`src/rtl/line_assembler.sv`:
```
// Line assembler between the UART receiver and the tokenizer: gathers bytes into a
// fixed-length line with backspace editing and holds each completed line until it is acknowledged.
module line_assembler #(
    parameter int          LENGTH      = 16,
    parameter logic [7:0]  EOL         = 8'h0A,
    parameter logic [7:0]  CR          = 8'h0D,
    parameter logic [7:0]  BS          = 8'h08,
    parameter logic [7:0]  DEL         = 8'h7F,
    localparam int         LENGTH_BITS = $clog2(LENGTH)
) (
    input  logic                   i_clk,
    input  logic                   i_rst,
    input  logic                   i_en,
    input  logic [7:0]             i_data,
    input  logic                   i_valid,
    output logic                   o_rx_ready,
    output logic [7:0]             o_line [LENGTH-1:0],
    output logic [LENGTH_BITS-1:0] o_len,
    output logic                   o_ready,
    input  logic                   i_ack,
    output logic                   o_overflow
);

    localparam int                   CHAR_W = 8;
    localparam logic [LENGTH_BITS-1:0] ONE  = LENGTH_BITS'(1);
    // Two slots are reserved beyond the text so EOL always fits and o_len stays below LENGTH.
    localparam logic [LENGTH_BITS-1:0] CAP  = LENGTH_BITS'(LENGTH - 2);

    typedef enum logic {
        COLLECT = 1'b0,
        READY   = 1'b1
    } state_t;

    state_t                   state_q, state_d;
    logic [CHAR_W-1:0]        line_q [LENGTH-1:0];
    logic [CHAR_W-1:0]        line_d [LENGTH-1:0];
    logic [LENGTH_BITS-1:0]   len_q, len_d;
    logic                     ready_q, ready_d;
    logic                     overflow_q, overflow_d;
    logic [LENGTH_BITS-1:0]   len_m1_s;

    function automatic logic is_printable(input logic [CHAR_W-1:0] c);
        return (c >= 8'h20) && (c <= 8'h7E);
    endfunction

    function automatic logic is_eol(input logic [CHAR_W-1:0] c);
        return (c == EOL) || (c == CR);
    endfunction

    function automatic logic is_erase(input logic [CHAR_W-1:0] c);
        return (c == BS) || (c == DEL);
    endfunction

    assign len_m1_s   = len_q - ONE;
    assign o_rx_ready = (state_q == COLLECT) && i_en && !i_rst;
    assign o_line     = line_q;
    assign o_len      = len_q;
    assign o_ready    = ready_q;
    assign o_overflow = overflow_q;

    // Next-state decode: byte editing in COLLECT, acknowledge handling in READY.
    always_comb begin
        state_d    = state_q;
        line_d     = line_q;
        len_d      = len_q;
        ready_d    = ready_q;
        overflow_d = 1'b0;
        if (i_en) begin
            case (state_q)
                COLLECT: begin
                    if (i_valid) begin
                        if (is_eol(i_data)) begin
                            line_d[len_q] = EOL;
                            len_d         = len_q + ONE;
                            state_d       = READY;
                            ready_d       = 1'b1;
                        end else if (is_erase(i_data)) begin
                            if (len_q != '0) begin
                                line_d[len_m1_s] = 8'h00;
                                len_d            = len_m1_s;
                            end else begin
                                len_d = len_q;
                            end
                        end else if (is_printable(i_data)) begin
                            if (len_q < CAP) begin
                                line_d[len_q] = i_data;
                                len_d         = len_q + ONE;
                            end else begin
                                overflow_d = 1'b1;
                            end
                        end else begin
                            overflow_d = 1'b0;
                        end
                    end else begin
                        overflow_d = 1'b0;
                    end
                end
                READY: begin
                    // A byte arriving alongside the ack is dropped; the ack wins.
                    if (i_ack) begin
                        for (int i = 0; i < LENGTH; i++) begin
                            line_d[i] = 8'h00;
                        end
                        len_d   = '0;
                        ready_d = 1'b0;
                        state_d = COLLECT;
                    end else begin
                        state_d = READY;
                    end
                end
                default: begin
                    state_d = COLLECT;
                end
            endcase
        end else begin
            overflow_d = 1'b0;
        end
    end

    // State and output registers with asynchronous reset.
    always_ff @(posedge i_clk or posedge i_rst) begin
        if (i_rst) begin
            state_q <= COLLECT;
            for (int i = 0; i < LENGTH; i++) begin
                line_q[i] <= 8'h00;
            end
            len_q      <= '0;
            ready_q    <= 1'b0;
            overflow_q <= 1'b0;
        end else begin
            state_q    <= state_d;
            line_q     <= line_d;
            len_q      <= len_d;
            ready_q    <= ready_d;
            overflow_q <= overflow_d;
        end
    end

endmodule

```
`config.mk`:
```
export PLATFORM = sky130hd
export DESIGN_NAME = line_assembler
export DESIGN_NICKNAME = d
export VERILOG_FILES = /design/src/rtl/line_assembler.sv
export SDC_FILE = /design/constraint.sdc
export NUM_CORES = 1
export LEC_CHECK = 0
export CAP_MARGIN = 25
export CORE_AREA = 2 2 103 144
export CTS_CLUSTER_SIZE = 28
export DETAILED_ROUTE_END_ITERATION = 8
export DIE_AREA = 0 0 105 146
export GPL_ROUTABILITY_DRIVEN = 1
export HOLD_SLACK_MARGIN = 0.08
export PLACE_DENSITY = 0.84
export SYNTH_ARGS = -nofsm -noshare
export SYNTH_HDL_FRONTEND = slang
export SYNTH_SLANG_ARGS = --single-unit
export TNS_END_PERCENT = 20
```
`constraint.sdc`:
```
create_clock -name i_clk -period 4.6 [get_ports i_clk]
set_clock_uncertainty 0.1 [all_clocks]
set_input_delay 0.92 -clock i_clk [delete_from_list [all_inputs] [get_ports i_clk]]
set_output_delay 0.92 -clock i_clk [all_outputs]
set_load 0.01 [all_outputs]
```
# Word level (Yosys, flattened, before mapping)
# Index checks and enable logic that the tools add are counted.
# W data, S select, Z words.
dict set report totals {
  wordCells 92
  inputBits 13
  reg_bits 135
}
dict set report op_classes {
  add_sub_neg 2
  bitwise_logic 6
  mux 36
  reduce_logical 11
  eq_ne 10
  magnitude_cmp 7
}
# operator count
set op_table {}
lappend op_table {{$mux W128} 7}
lappend op_table {{$pmux W128 S2} 1}
lappend op_table {{$and A128 B128 Y128} 1}
lappend op_table {{$bwmux W128} 1}
lappend op_table {{$not A128 Y128} 1}
lappend op_table {{$and A96 B96 Y96} 1}
lappend op_table {{$not A96 Y96} 1}
lappend op_table {{$demux W8 S4} 2}
lappend op_table {{$or A32 B32 Y32} 1}
lappend op_table {{$mux W4} 7}
lappend op_table {{$eq A8 B4 Y1 const B} 3}
lappend op_table {{$mux W8} 2}
lappend op_table {{$mux W1} 13}
lappend op_table {{$lt A4 B5 Y1 const B} 2}
lappend op_table {{$eq A8 B7 Y1 const B} 1}
lappend op_table {{$ge A4 B1 Y1 const B} 2}
lappend op_table {{$ge A8 B6 Y1 const B} 1}
lappend op_table {{$le A8 B7 Y1 const B} 1}
lappend op_table {{$ne A4 B1 Y1 const B} 2}
lappend op_table {{$pmux W4 S2} 1}
lappend op_table {{$reduce_and A6 Y1} 1}
lappend op_table {{$logic_and A1 B1 Y1} 5}
lappend op_table {{$add A4 B1 Y4 const B} 1}
lappend op_table {{$lt A4 B4 Y1 const B} 1}
lappend op_table {{other kinds (10)} 13}

# Longest topological paths before layout
dict set report logic_depth {
  ltp_word 12
  ltp_mapped 9
  depth_no_buf 8
}

# Worst setup path after synthesis
# Ideal clock, no wire load.
dict set report synth_path {
  path_kind {input to register}
  startpoint {input port i_data[2]}
  endpoint {register line_q (netlist bit o_line[127])}
  required_time_ns 4.381
  slack_ns 1.769
  t_arrival_ns 2.612
  path_buffers 2
  setup_ns 0.119
  cell_stages 8
  path_cell_list {buf_2 > or4b_1 > o22ai_2 > buf_6 > mux2_2 > a31oi_1 > o21ai_2 > and2_1}
}
dict set report synth_between {
  elab_chain_len 6
  word_cells_on_any_way 17
  classes_between {order compare: 2; eq/ne: 7; mux: 4; reduce/logical: 4}
}
# element line
set synth_lines {}
lappend synth_lines {{from (decl)} 14} ;# input logic [7:0] i_data,
lappend synth_lines {{branches (longest 6 deep; another with $ge A8 B6 Y1)} -}
lappend synth_lines {{to (signal assigned)} 132} ;# line_q <= line_d;
lappend synth_lines {{to (decl)} 35} ;# logic [CHAR_W-1:0] line_q [LENGTH-1:0];
# Parallel ways; which one is timed is not known. The select of a mux whose other input is x is not followed.
# A chain may end at the register's enable or synchronous reset.

# Final worst setup path
dict set report layout_path {
  startpoint {input port i_data[6]}
  endpoint {register line_q (netlist bit o_line[115])}
}
# Same word-level chain as after synthesis.

==> metrics.cfg <==
[min_path]
hp-start = o_line[79]$_DFFE_PP0P_
hold_end = o_line[79]$_DFFE_PP0P_
holdPathStages = 1
hold_path_class = flop to flop

[clock_network]
ctsHoldBuffers = 0
cts_tree = done
h-tree-depth = 4
cts_root_buf = clkbuf_16
post_cts_buffers = 0
cts_buffer_depth = 2
cts_sinks = 135
clk_latency_ns = 0.41
cts_buffers = 17
cts_resized = 0
clkTransAtPathRegs_ns = 0.06

[power]
p_leak_nw = 3.56
seq_power_share_pct = 37.9
switching_share_pct = 32.8
p_clk_share_pct = 29.5
internal-power_mw = 2.93
ir_worst_vdd_mv = 0.282
pwr_density_cell_mw_per_mm2 = 521
p_sw_mw = 1.43
pwr-share-comb_pct = 32.6

[place]
port-buffer-count = 147
dpl-instance-area_sq_mm = 0.00782
place_inst = 845
gp_congestion = 0.880
hpwl_mm = 14.0

[global_route]
grt_pass1_wl_mm = 31.7
grt_max_degree = 79
grt_pass1_vias = 5680
antenna_found_initial = 0
grt_usage_pct = 26.6
grt_overflow_total = 0

[synthesis]
synthFlopType = dfrtp_1
ys_types = 64
syn_area_sq_mm = 0.00619
synth_largest_area_cell = dfrtp_1
synthesis.nets = 554
synth-seq-cells = 135
synthCells = 534
synthTopCellsByArea = dfrtp_1, o2bb2ai_1, a32o_1
avgSynthCellArea_sq_um = 11.6
synthArstFlopShare_pct = 100
synth_top_area_share_pct = 54.6
yosysSeqAreaShare_pct = 54.6
yosysWarnings = 0
synth_edf_count = 0

[route]
vias = 5291
drt_iter0_markers = 322
post-route-drc-count = 0
dr.pass1.iters = 6
vias_per_cell = 6.03
ant_nets = 0
wl_per_cell_microns = 22.7
wl_mm = 19.9

[critical_path]
r2r_end = o_line[58]$_DFFE_PP0P_
crit_chain = clkdlybuf4s50_1 -> or4_1 -> o22ai_2 -> buf_4 -> a21boi_2 -> a21o_1 -> a21oi_1 -> a2bb2o_1
end_kind = flop
crit_buf_inv = 2
cp.required_ns = 4.80
crit_family = compound AO/OA/AOI/OAI gates
cp_data_arrival_time_ns = 3.62
reg2reg_slack_ns = 1.59
r2r_cells = 6
crit_fanout = 12
cp_slowest_stage_delay_ns = 0.58
slowest_stage = or4_1
crit_path_start_kind = input pin
reg2reg_from = o_len[2]$_DFFE_PP0P_
worstSetupPathType = input pin to flop

[finish]
num_antenna_cells = 0
syn_to_final_growth_pct = 35.4
layout-drive-gt1-share_pct = 9.39
fin_cells = 877
final_net_count = 699
fin_area_sq_mm = 0.00838

[timing]
rsz0062_at_grt = false
finalCritPeriodShare_pct = 74.5
timing.fmax_mhz = 292
relSlewSlack_pct = 34.7
min_period_ns = 3.43
drv_slew = 0
worst_slew_pin_slew_ns = 0.977
hold_viol = 0
tns_ns = 0
setup_viol = 0

[outcome]
status = completed

[floorplanning]
num_rows = 51
core_area_sq_mm = 0.0139
die_y_microns = 146
initial_core_util_pct = 44.5
fp.dieArea_sq_mm = 0.0153
die_w_microns = 105
pin_count = 148

[job]
max-cap-violations = 0

[synth_stat cells, types with 5 or more instances]
library cell	count
dfrtp_1	135
o2bb2ai_1	73
nand2_1	48
nor2_1	32
and2_1	24
a32o_1	23
clkbuf_1	16
a21oi_1	11
inv_1	11
o21ai_0	11
o21ai_1	11
a21o_1	9
and3_1	8
buf_2	8
a211o_1	7
a22o_1	7
ha_1	7
nand3_1	7
a2bb2o_1	6
o31ai_4	6
nand4_1	5
[state kept, by name, summed over array words and instances, names as in the netlist]
| register | flops |
|---|---|
| o_line | 128 |
| o_len | 4 |
| o_overflow | 1 |
| state_q | 1 |
| o_ready | 1 |
[cell usage in the layout (no fill, tap or decap), types with 3 or more instances in the layout]
master / instances
o2bb2ai_1: 73
o21ai_0: 11
a32o_1: 23
dfrtp_1: 135
nand3_1: 7
clkbuf_16: 17
and3_1: 8
and2_1: 24
clkinv_2: 4
o31ai_4: 6
nor3_1: 3
a211o_1: 7
mux2_2: 4
buf_4: 8
clkinv_4: 3
inv_1: 10
nand4_1: 5
mux2i_1: 4
nor2_1: 32
a31oi_1: 3
a21oi_1: 11
o211a_1: 3
o21ai_1: 11
clkdlybuf4s50_1: 147
ha_1: 7
clkinvlp_4: 3
nand2b_1: 3
o211ai_1: 4
a21o_1: 9
a22o_1: 7
a2bb2o_1: 6
nand2_1: 48
[how the worst max path moves through the flow]
stage / to / startpoint / slack (ns) / cells after the start
2_1_floorplan: o_line[127]$_DFFE_PP0P_ / i_data[2] / 1.77 / 8
3_3_place_gp: o_line[107]$_DFFE_PP0P_ / i_data[6] / 0.87 / 8
3_5_place_dp: o_line[115]$_DFFE_PP0P_ / i_data[6] / 0.76 / 8
4_1_cts: o_line[115]$_DFFE_PP0P_ / i_data[6] / 1.20 / 8
5_1_grt: o_line[115]$_DFFE_PP0P_ / i_data[6] / 1.04 / 8
6_report: o_line[115]$_DFFE_PP0P_ / i_data[6] / 1.17 / 8
[stage by stage]
stage	power [mW]	hold WS [ns]	setup slack, ns	util (%)
2_1_floorplan	2.29	0.422	1.77	-
3_3_place_gp	3.04	0.369	0.868	56.2
3_5_place_dp	3.09	0.371	0.760	56.2
4_1_cts	4.38	0.389	1.20	60.3
5_1_grt	4.54	0.404	1.04	60.3
6_report	4.37	0.382	1.17	60.3
[power by group through the flow]
stage	registers, mW	clock network (mW)	logic [mW]
after floorplan	1.73	0	0.554
after global placement	1.66	0	1.38
after detailed placement	1.66	0	1.42
after CTS	1.65	1.30	1.43
after global routing	1.68	1.35	1.51
final	1.66	1.29	1.42
[metal layers]
layer,global-route usage (%),part of all wire (%)
met1,30.8,37
met2,44.8,52
met3,6.58,6.0
met4,14.9,4.7
met5,0,0
[worst register-to-register path, delay by kind of cell (launching register included)]
family	cells	cell delay, ns
and+or+nand+nor	2	1.16
muxes	1	0.38
AOI/OAI and AO/OA	3	0.54
DFF	1	0.68
[logic make-up (layout without fill, tap and decap cells)]
kind of cell	count (synthesis)	count (layout)	synth area share (%)
compound gates	192	192	26.9
simple gates	150	150	12.4
flops	135	135	54.6
buf+inv	41	199	3.15
mux	8	8	1.37
fa+ha+maj	7	7	1.41
xor+xnor	1	1	0.142
[cell type report]
class                      count  area, sq um
fill                        1164         5530
tap                          185          231
sequential                   135         3380
timing repair buffer         156         1550
inverter                      11         45.0
clock buffer                  21          460
clock inverter                11          100
multi-input combinational    358         2620
Note: power is estimated with default switching activity, not from simulation.
